<file path="config.mk">
export PLATFORM = sky130hd
export DESIGN_NAME = cache_packet_gen
export DESIGN_NICKNAME = d
export VERILOG_FILES = /design/src/rtl/cache_packet_gen_pkg.sv /design/src/rtl/cache_packet_gen_way.sv /design/src/rtl/cache_packet_gen.sv
export SDC_FILE = /design/constraint.sdc
export NUM_CORES = 1
export LEC_CHECK = 0
export ABC_AREA = 1
export BUFFER_PORTS_ARGS = -buffer_cell sky130_fd_sc_hd__buf_4
export CAP_MARGIN = 20
export CORE_AREA = 2 2 292 294
export DETAILED_ROUTE_END_ITERATION = 8
export DIE_AREA = 0 0 294 296
export SKIP_CTS_REPAIR_TIMING = 1
export SYNTH_ARGS = -nofsm -noshare
export SYNTH_HDL_FRONTEND = slang
export SYNTH_SLANG_ARGS = --single-unit
</file>
<file path="constraint.sdc">
create_clock -name clk_in -period 2.4 [get_ports clk_in]
set_input_delay 0.12 -clock clk_in [delete_from_list [all_inputs] [get_ports clk_in]]
set_output_delay 0.12 -clock clk_in [all_outputs]
set_load 0.02 [all_outputs]
</file>
<file path="src/rtl/cache_packet_gen_pkg.sv">
// Shared definitions for the cache traffic generator: packet field layout,
// block geometry, per-way state encoding and request-building helpers.
package cache_packet_gen_pkg;

  localparam int CPU_ADDR_LEN       = 32;
  localparam int WORD_BITS          = 32;
  localparam int WORDS_PER_BLOCK    = 4;
  localparam int BLOCK_SIZE_IN_BITS = WORD_BITS * WORDS_PER_BLOCK;
  localparam int BLOCK_OFFSET_BITS  = 4;
  localparam int BYTE_MASK_LEN      = BLOCK_SIZE_IN_BITS / 8;
  localparam int PORT_NUM_LEN       = 4;
  localparam int TYPE_LEN           = 2;

  localparam logic [CPU_ADDR_LEN-1:0] BASE_ADDR = '0;

  // Packet layout, LSB first.
  localparam int VALID        = 0;
  localparam int IS_WRITE     = 1;
  localparam int CACHEABLE    = 2;
  localparam int TYPE_LO      = 3;
  localparam int TYPE_HI      = TYPE_LO + TYPE_LEN - 1;
  localparam int PORT_NUM_LO  = TYPE_HI + 1;
  localparam int PORT_NUM_HI  = PORT_NUM_LO + PORT_NUM_LEN - 1;
  localparam int BYTE_MASK_LO = PORT_NUM_HI + 1;
  localparam int BYTE_MASK_HI = BYTE_MASK_LO + BYTE_MASK_LEN - 1;
  localparam int ADDR_LO      = BYTE_MASK_HI + 1;
  localparam int ADDR_HI      = ADDR_LO + CPU_ADDR_LEN - 1;
  localparam int DATA_LO      = ADDR_HI + 1;
  localparam int DATA_HI      = DATA_LO + BLOCK_SIZE_IN_BITS - 1;
  localparam int UNIFIED_CACHE_PACKET_WIDTH_IN_BITS = DATA_HI + 1;

  typedef enum logic [2:0] {
    WR_SEND = 3'd0,
    RD_SEND = 3'd1,
    RD_WAIT = 3'd2,
    FIN     = 3'd3,
    ERR     = 3'd4
  } way_state_e;

  function automatic logic [CPU_ADDR_LEN-1:0] block_addr(input logic [31:0] idx,
                                                          input logic [31:0] way,
                                                          input logic [31:0] num_way);
    return ((idx * num_way + way) << BLOCK_OFFSET_BITS) + BASE_ADDR;
  endfunction

  function automatic logic [BLOCK_SIZE_IN_BITS-1:0] block_data(input logic [CPU_ADDR_LEN-1:0] addr);
    logic [BLOCK_SIZE_IN_BITS-1:0] data;
    data = '0;
    for (int k = 0; k < WORDS_PER_BLOCK; k++)
      data[k*WORD_BITS +: WORD_BITS] = addr + WORD_BITS'(4 * k);
    return data;
  endfunction

  function automatic logic [UNIFIED_CACHE_PACKET_WIDTH_IN_BITS-1:0] make_request(
      input logic [CPU_ADDR_LEN-1:0] addr,
      input logic                    is_write,
      input logic [PORT_NUM_LEN-1:0] port);
    logic [UNIFIED_CACHE_PACKET_WIDTH_IN_BITS-1:0] p;
    p = '0;
    p[VALID]                     = 1'b1;
    p[IS_WRITE]                  = is_write;
    p[CACHEABLE]                 = 1'b1;
    p[PORT_NUM_HI:PORT_NUM_LO]   = port;
    p[BYTE_MASK_HI:BYTE_MASK_LO] = '1;
    p[ADDR_HI:ADDR_LO]           = addr;
    p[DATA_HI:DATA_LO]           = block_data(addr);
    return p;
  endfunction

endpackage

</file>
<file path="src/rtl/cache_packet_gen_way.sv">
// One port of the traffic generator: write-then-read-back FSM with timeout.
// CACHE_PACKET_GEN_STOP_ON_ERROR_EN lets a failing sibling way abort this one.
module cache_packet_gen_way
  import cache_packet_gen_pkg::*;
#(
  parameter int NUM_WAY          = 2,
  parameter int WAY_ID           = 0,
  parameter int NUM_REQUEST      = 16,
  parameter int TIMING_OUT_CYCLE = 1000
) (
  input  logic                                          clk,
  input  logic                                          rst,
  input  logic                                          req_ack_in,
  input  logic [UNIFIED_CACHE_PACKET_WIDTH_IN_BITS-1:0] return_packet_in,
  input  logic                                          force_err_in,
  output logic [UNIFIED_CACHE_PACKET_WIDTH_IN_BITS-1:0] packet_out,
  output logic                                          return_ack_out,
  output logic                                          err_raw_out,
  output way_state_e                                    state_out
);
  localparam int PW = UNIFIED_CACHE_PACKET_WIDTH_IN_BITS;
  localparam int IW = $clog2(NUM_REQUEST + 1);
  localparam int CW = $clog2(TIMING_OUT_CYCLE + 2);
  localparam logic [IW-1:0] LAST_IDX = IW'(NUM_REQUEST - 1);
  localparam logic [CW-1:0] TO_LIMIT = CW'(TIMING_OUT_CYCLE);

  way_state_e            state_q, state_d, state_own;
  logic [IW-1:0]         idx_q, idx_d;
  logic [CW-1:0]         cnt_q, cnt_d;
  logic [PW-1:0]         pkt_q, pkt_d;
  logic                  ret_ack_q, ret_ack_d;
  logic                  req_fire, ret_fire, ret_is_read, active, match;
  logic [CPU_ADDR_LEN-1:0] exp_addr;
  logic                  unused_bits;

  always_comb begin
    exp_addr    = block_addr(32'(idx_q), 32'(WAY_ID), 32'(NUM_WAY));
    // An ack only counts while a request is actually on the bus.
    req_fire    = req_ack_in && pkt_q[VALID];
    // The cycle our ack is high the cache still holds the same return.
    ret_fire    = return_packet_in[VALID] && !ret_ack_q;
    ret_is_read = ret_fire && !return_packet_in[IS_WRITE];
    match       = (return_packet_in[ADDR_HI:ADDR_LO] == exp_addr) &&
                  (return_packet_in[DATA_HI:DATA_LO] == block_data(exp_addr));
    active      = state_q inside {WR_SEND, RD_SEND, RD_WAIT};
    state_own   = state_q;
    idx_d       = idx_q;
    cnt_d       = cnt_q;
    ret_ack_d   = ret_fire;

    case (state_q)
      WR_SEND: if (req_fire) begin
        if (idx_q == LAST_IDX) begin
          idx_d     = '0;
          state_own = RD_SEND;
        end else begin
          idx_d = idx_q + 1'b1;
        end
      end
      RD_SEND: if (req_fire) state_own = RD_WAIT;
      RD_WAIT: if (ret_is_read) begin
        if (!match)                state_own = ERR;
        else if (idx_q == LAST_IDX) state_own = FIN;
        else begin
          idx_d     = idx_q + 1'b1;
          state_own = RD_SEND;
        end
      end
      default: ;
    endcase

    if (active) begin
      cnt_d = (req_fire || ret_fire) ? '0 : cnt_q + 1'b1;
      if (ret_is_read && state_q != RD_WAIT) state_own = ERR;
      if (cnt_q > TO_LIMIT)                  state_own = ERR;
    end

    state_d = state_own;
`ifdef CACHE_PACKET_GEN_STOP_ON_ERROR_EN
    if (force_err_in && active) state_d = ERR;
    unused_bits = ^return_packet_in;
`else
    unused_bits = ^{return_packet_in, force_err_in};
`endif

    pkt_d = '0;
    if (state_d == WR_SEND)
      pkt_d = make_request(block_addr(32'(idx_d), 32'(WAY_ID), 32'(NUM_WAY)), 1'b1,
                           PORT_NUM_LEN'(WAY_ID));
    else if (state_d == RD_SEND)
      pkt_d = make_request(block_addr(32'(idx_d), 32'(WAY_ID), 32'(NUM_WAY)), 1'b0,
                           PORT_NUM_LEN'(WAY_ID));
  end

  always_ff @(posedge clk or posedge rst) begin
    if (rst) begin
      state_q   <= WR_SEND;
      idx_q     <= '0;
      cnt_q     <= '0;
      pkt_q     <= '0;
      ret_ack_q <= 1'b0;
    end else begin
      state_q   <= state_d;
      idx_q     <= idx_d;
      cnt_q     <= cnt_d;
      pkt_q     <= pkt_d;
      ret_ack_q <= ret_ack_d;
    end
  end

  assign packet_out     = pkt_q;
  assign return_ack_out = ret_ack_q;
  assign err_raw_out    = (state_own == ERR);
  assign state_out      = state_q;

endmodule

</file>
<file path="src/rtl/cache_packet_gen.sv">
// Multi-port cache traffic generator top: per-way FSMs plus done/error reduction.
// Optional build macro: CACHE_PACKET_GEN_STOP_ON_ERROR_EN.
module cache_packet_gen
  import cache_packet_gen_pkg::*;
#(
  parameter int NUM_WAY          = 2,
  parameter int NUM_REQUEST      = 16,
  parameter int TIMING_OUT_CYCLE = 1000
) (
  input  logic                                                  clk_in,
  input  logic                                                  reset_in,
  output logic [NUM_WAY*UNIFIED_CACHE_PACKET_WIDTH_IN_BITS-1:0] test_packet_flatted_out,
  input  logic [NUM_WAY-1:0]                                    test_packet_ack_flatted_in,
  input  logic [NUM_WAY*UNIFIED_CACHE_PACKET_WIDTH_IN_BITS-1:0] return_packet_flatted_in,
  output logic [NUM_WAY-1:0]                                    return_packet_ack_flatted_out,
  output logic                                                  done,
  output logic                                                  error
);
  localparam int PW = UNIFIED_CACHE_PACKET_WIDTH_IN_BITS;

  logic [NUM_WAY-1:0] err_raw, way_err, way_end, force_err;
  way_state_e         way_state [NUM_WAY];
  logic               done_q, done_d, error_q, error_d;

  generate
    for (genvar gi = 0; gi < NUM_WAY; gi++) begin : g_way
      cache_packet_gen_way #(
        .NUM_WAY         (NUM_WAY),
        .WAY_ID          (gi),
        .NUM_REQUEST     (NUM_REQUEST),
        .TIMING_OUT_CYCLE(TIMING_OUT_CYCLE)
      ) u_way (
        .clk             (clk_in),
        .rst             (reset_in),
        .req_ack_in      (test_packet_ack_flatted_in[gi]),
        .return_packet_in(return_packet_flatted_in[gi*PW +: PW]),
        .force_err_in    (force_err[gi]),
        .packet_out      (test_packet_flatted_out[gi*PW +: PW]),
        .return_ack_out  (return_packet_ack_flatted_out[gi]),
        .err_raw_out     (err_raw[gi]),
        .state_out       (way_state[gi])
      );
      // Siblings abort on the same edge, so done and error can rise together.
      assign force_err[gi] = |(err_raw & ~(NUM_WAY'(1) << gi));
      assign way_err[gi]   = (way_state[gi] == ERR);
      assign way_end[gi]   = (way_state[gi] == FIN) || (way_state[gi] == ERR);
    end
  endgenerate

  always_comb begin
    done_d  = &way_end;
    error_d = |way_err;
  end

  always_ff @(posedge clk_in or posedge reset_in) begin
    if (reset_in) begin
      done_q  <= 1'b0;
      error_q <= 1'b0;
    end else begin
      done_q  <= done_d;
      error_q <= error_d;
    end
  end

  assign done  = done_q;
  assign error = error_q;

endmodule

</file>
## Word level (Yosys, flattened, before mapping)

Index checks and enable logic that the tools add are counted.

- Bits in registers: 410
- Latch bits: 0
- Memory bits (writable): 0
- Memory bits (read-only): 0
- Output and inout bits: 374
- Logic and storage cells: 114
- Memories: 0

- Add/sub/neg operators: 18
- $mul: 0
- Div/mod/pow operators: 0
- Order comparisons: 2
- Equality and inequality tests: 18
- Shift-type cells: 0
- Multiplexer cells: 38
- Bitwise logic cells: 0
- Reductions and logical operators: 26

Operator list:

| kind | number |
|---|---|
| 185-bit two-way mux | 4 |
| 128-bit == test | 2 |
| 32-bit by 4-bit adder with 32-bit output (second input constant) | 4 |
| 32-bit by 3-bit adder with 32-bit output (second input constant) | 2 |
| 5-bit two-way mux | 10 |
| 3-bit two-way mux | 16 |
| 10-bit by 4-bit adder with 11-bit output (second input constant) | 4 |
| 32-bit by 10-bit == test with 1-bit output | 1 |
| 32-bit == test | 1 |
| 10-bit by 3-bit adder with 11-bit output (second input constant) | 2 |
| 10-bit by 1-bit adder with 10-bit output (second input constant) | 2 |
| 10-bit > comparator (second input constant) | 2 |
| 10-bit two-way mux | 2 |
| 5-bit one-hot mux with 2 select lines | 2 |
| 3-bit one-hot mux with 3 select lines | 2 |
| 6-bit by 1-bit adder with 7-bit output (second input constant) | 2 |
| 3-bit by 1-bit == test with 1-bit output (second input constant) | 4 |
| 3-bit by 2-bit == test with 1-bit output (second input constant) | 4 |
| 3-bit zero test | 4 |
| 5-bit by 1-bit adder with 5-bit output (second input constant) | 2 |
| 5-bit by 4-bit == test with 1-bit output (second input constant) | 2 |
| 1-bit logical AND | 10 |
| 3-bit == test (second input constant) | 2 |
| 3-bit by 2-bit != test with 1-bit output (second input constant) | 2 |
| 6 further kinds | 14 |

## Depth between registers and ports, before layout

- Depth in word-level cells: 13
- Mapped depth: 16
- Mapped depth without buffers: 15

## By module

From an unflattened synthesis, not the netlist that was laid out.

- Cells, all modules: 1561
- Area total of the unflattened synthesis: 9049.9 um^2

Modules (own cells, without submodules):

| module | times used | cells an instance | area an instance (um^2) | seq. area each (um^2) |
|---|---|---|---|---|
| cache_packet_gen_way (g_way[1].u_way) | 1 | 813 | 4619.4 | 650.6 |
| cache_packet_gen_way (g_way[0].u_way) | 1 | 732 | 4325.4 | 650.6 |
| cache_packet_gen | 1 | 16 | 105.1 | 50.0 |

## Worst setup path before layout

Ideal clock, no wire load.

- Path type: register to register
- From: register, netlist name g_way[1].u_way.packet_out[157]
- To: register g_way[1].u_way.cnt_q[3]
- Library setup time: 0.135 ns
- Arrival: 1.721 ns
- Required time: 2.265 ns
- Setup slack: 0.544 ns
- Stages on the path, launching flop included: 6
- Cell sequence: dfrtp_1 > nand2_1 > inv_1 > nor2_1 > nor2_1 > nor3_1

RTL lines:

| what | RTL line | RTL |
|---|---|---|
| end signal, assigned | cache_packet_gen_way.sv:105 | `cnt_q <= cnt_d;` |
| end, declared | cache_packet_gen_way.sv:29 | `logic [CW-1:0] cnt_q, cnt_d;` |

## Worst setup path in the final report

- From: register g_way[1].u_way.idx_q[0]
- To: register g_way[1].u_way.pkt_q[158]

- Elaborated cells on any way between the ends: 30

RTL lines:

| what | RTL line | RTL |
|---|---|---|
| start, declared | cache_packet_gen_way.sv:28 | `logic [IW-1:0] idx_q, idx_d;` |
| start signal, assigned | cache_packet_gen_way.sv:104 | `idx_q <= idx_d;` |
| 6-bit by 1-bit adder with 7-bit output | cache_packet_gen_pkg.sv:43 | `return ((idx * num_way + way) << BLOCK_OFFSET_BITS) + BASE_ADDR;` |
| 32-bit by 3-bit adder with 32-bit output or 32-bit by 4-bit adder with 32-bit output (tied branches) | cache_packet_gen_pkg.sv:50 | `data[k*WORD_BITS +: WORD_BITS] = addr + WORD_BITS'(4 * k);` |
| 128-bit == test | cache_packet_gen_way.sv:44 | `(return_packet_in[DATA_HI:DATA_LO] == block_data(exp_addr));` |
| 1-bit logical AND | cache_packet_gen_way.sv:43 | `match = (return_packet_in[ADDR_HI:ADDR_LO] == exp_addr) &&` |
| 5-bit two-way mux | cache_packet_gen_way.sv:62 | `if (!match) state_own = ERR;` |
| 5-bit two-way mux | cache_packet_gen_way.sv:61 | `RD_WAIT: if (ret_is_read) begin` |
| 5-bit one-hot mux with 2 select lines * | cache_packet_gen_way.sv:51 | `case (state_q)` |
| via g_way[1].u_way.idx_d[0] | cache_packet_gen_way.sv:28 |  |
| 6-bit by 1-bit adder with 7-bit output * | cache_packet_gen_pkg.sv:43 |  |
| 32-bit by 4-bit adder with 32-bit output * | cache_packet_gen_pkg.sv:50 |  |
| 185-bit two-way mux | cache_packet_gen_way.sv:90 | `else if (state_d == RD_SEND)` |
| 185-bit two-way mux * | cache_packet_gen_way.sv:87 | `if (state_d == WR_SEND)` |
| end signal, assigned | cache_packet_gen_way.sv:106 | `pkt_q <= pkt_d;` |
| end, declared | cache_packet_gen_way.sv:30 | `logic [PW-1:0] pkt_q, pkt_d;` |

The timed path passes the listed nets; every way through them passes the cells marked *.
A chain may end at the register's enable or synchronous reset.

==> out/metrics.csv <==
metric,value,unit
Synth Flop Type,dfrtp_1,
setup TNS,0,ps
most frequent cells in the layout,"buf_4 (444), nand2_1 (330), nor2_1 (329), conb_1 (268), inv_1 (142)",
Hold Crit Class,input pin to asynchronous set/reset pin,
vias in the first global route,7085,
DIE AREA,87000,um^2
Max Buffers Root-to-Sink,2,
CP Max Fanout,10,
GRT Total Usage,0.0651,
"FFs w/ async S/R, synth",1.00,
critical-path cell list,"ha_1, nand3_1, nor2_1, inv_1, ha_1, nand4_1, nand3_1, nand2_1, inv_1, nor2_1",
Switching Fraction,0.389,
"Setup violations, final",0,
WP data arrival,2300,ps
via count,8336,
RSZ-0062 raised after global routing,no,
Clock Latency Late Sink,300,ps
initial antenna violation count,8,
Starting DRT DRC Count,370,
setup skew after layout,6.18,ps
share of layout cells above drive strength 1,0.275,
CTS tree,yes,
Final Slew Violations,0,
LEAKAGE,6.05,nW
average size of a mapped cell,5.90,um^2
GP Congestion,0.832,
worst setup path category,register to register,
count of input and output buffers,433,
Finished Cell Area,11500,um^2
synthesis warning total,0,
Peak Freq,475,MHz
area growth from synthesis to layout,37.7,%
cell internal pwr,2.26,mW
failing checks,negative hold slack,
clock share of power,0.262,
Gate power share,0.449,
Worst EP required,2600,ps
Final Worst Setup Slack,297,ps
area post-placement,11300,um^2
first-pass GRT wire length,41.8,mm
final-report hold violation count,26,
Cell Pwr Density,322,nW/um^2
slowest cell on the critical path,dfrtp_1,
Sequential Power Share,0.289,
vias per std cell,2.92,
Post-DP HPWL,28.4,mm
Yosys cell types,42,
Worst-Margin Slew,731,ps
CP peak stage delay,590,ps
clock sink total,54,
Ports,748,
row cnt,107,
min Tclk post-route,2100,ps
CP endpoint kind,register,
Net Sw Power,1.44,mW
Synth Cell Area,8340,um^2
TritonRoute pass-1 iters,5,
worst hold slack,-45.8,ps
Initial Util,0.0991,
VDD IR-drop max,233,uV
Worst Setup Start Kind,register,
Fillers,9765,
"EDFF count, synth",0,
die height,296,um
GRT overflow,0,
sequential area share after synthesis,0.162,
Setup WS pre-CTS,278,ps
final WL,31.2,mm
Worst R2R Setup Slack,300,ps
Antenna Nets Post-Route,0,
"most common cell after layout, fill and taps aside",buf_4,
slew margin rel.,0.513,
Synth Register Bits,54,
clock buffer count from CTS,5,
final worst path period share,0.876,
Clock Pin Slew Worst Setup and Hold Paths,70,ps
WL per Instance,10.9,um
H-tree depth,2,
largest net degree at the start of global routing,29,
# Max-Cap Violations,0,
Core Region,84200,um^2
fin nets,2148,
Synth Instances,1415,
R2R depth,10,
outcome,"finished, violations left",
CTS root buffer,clkbuf_16,
DRC violations left,0,
Die X,294,um
-- sequential cells by signal, summed over array words and instances (netlist names) --
register / count
g_way.u_way.return_ack_out: 2
g_way.u_way.idx_q: 10
g_way.u_way.state_out: 6
done: 1
error: 1
g_way.u_way.cnt_q: 20
g_way.u_way.packet_out: 14
-- power groups by stage --
stage | combinational (mW) | clock, mW | sequential, mW
2_1_floorplan | 1.30 | 0 | 1.08
3_3_place_gp | 1.67 | 0 | 1.08
4_1_cts | 1.69 | 1.01 | 1.07
5_1_grt | 1.87 | 1.03 | 1.08
6_report | 1.66 | 0.968 | 1.07
3_5_place_dp | 1.68 | 0 | 1.09
-- metrics by stage --
step / util / instances / total power, mW
3_5_place_dp: 0.134 / 2849 / 2.77
6_report: 0.136 / 2858 / 3.70
3_3_place_gp: 0.134 / 2849 / 2.76
2_1_floorplan: - / 1682 / 2.38
4_1_cts: 0.136 / 2857 / 3.76
5_1_grt: 0.136 / 2857 / 3.99
-- per-layer routing --
layer  routed length (um)  GRT usage  share of wire  up-vias
li1                     -          -              -     4357
met3                 2160     0.0170          0.069       25
met4                  246     0.0108         0.0079       14
met1                14300     0.0875           0.46     3603
met2                14400      0.106           0.46      337
met5                   87          0         0.0028        -
-- final timing paths --
path	startpoint	end
setup / recovery	g_way[1].u_way.idx_q[0]$_DFF_PP0_	g_way[1].u_way.packet_out[158]$_DFF_PP0_
hold / removal	reset_in	g_way[0].u_way.cnt_q[3]$_DFFE_PP0N_
setup reg to reg	g_way[1].u_way.idx_q[0]$_DFF_PP0_	g_way[1].u_way.packet_out[158]$_DFF_PP0_
hold reg to reg	g_way[0].u_way.cnt_q[9]$_DFFE_PP0N_	g_way[0].u_way.cnt_q[9]$_DFFE_PP0N_
max in group asynchronous	reset_in	g_way[1].u_way.state_out[1]$_DFF_PP0_
min in group clk_in	return_packet_flatted_in[0]	g_way[0].u_way.return_ack_out$_DFF_PP0_
-- cell type report --
| type | instances | area (um^2) | area share |
|---|---|---|---|
| timing repair buffer | 445 | 3350 | 0.292 |
| multi-input combinational | 1106 | 4640 | 0.404 |
| tap | 1090 | 1360 | 0.119 |
| clock inverter | 2 | 60.1 | 0.00523 |
| inverter | 154 | 586 | 0.0509 |
| sequential | 54 | 1350 | 0.118 |
| clock buffer | 6 | 139 | 0.0121 |
| antenna | 1 | 2.50 | 0.000218 |
-- cells by family (layout without fill, tap and decap cells) --
kind of cell               after synthesis  after routing  synth area share
other                                    1            269          0.000449
and+or+nand+nor                        755            755             0.367
adders and majority gates                8              8            0.0120
DFF                                     54             54             0.162
buffers and inverters                  522            607             0.402
AOI/OAI and AO/OA                       62             62            0.0427
xor gates and xnor gates                13             13            0.0136
-- worst max-delay path: cells and delay by family (launching register included) --
kind / cells / cell delay, ps
adders and majority gates: 2 / 550
buffers and inverters: 2 / 160
DFF: 1 / 590
and+or+nand+nor: 6 / 710
-- synthesized netlist by cell type, types with 2 or more instances --
cell | n | area, um^2
nor2_1 | 329 | 1230
inv_1 | 143 | 537
nor2_2 | 6 | 37.5
o21ai_0 | 28 | 140
nand2_2 | 5 | 31.3
dfrtp_1 | 54 | 1350
a21oi_1 | 18 | 90.1
buf_4 | 364 | 2730
inv_2 | 9 | 33.8
o21ai_1 | 2 | 10.0
a32oi_1 | 2 | 17.5
nand3_4 | 2 | 35.0
nand2_1 | 330 | 1240
and3_1 | 2 | 12.5
o41ai_1 | 2 | 17.5
nor4_1 | 3 | 18.8
nand4_1 | 11 | 68.8
xor2_1 | 5 | 43.8
xnor2_1 | 8 | 70.1
nor3b_1 | 2 | 15.0
nand3_1 | 40 | 200
nor2_4 | 3 | 33.8
nor4_2 | 2 | 25.0
ha_1 | 8 | 100
nor3_1 | 16 | 80.1
buf_6 | 3 | 33.8
o211ai_1 | 2 | 15.0
a22oi_1 | 2 | 15.0
No activity file was read; power rests on OpenSTA's default activity.
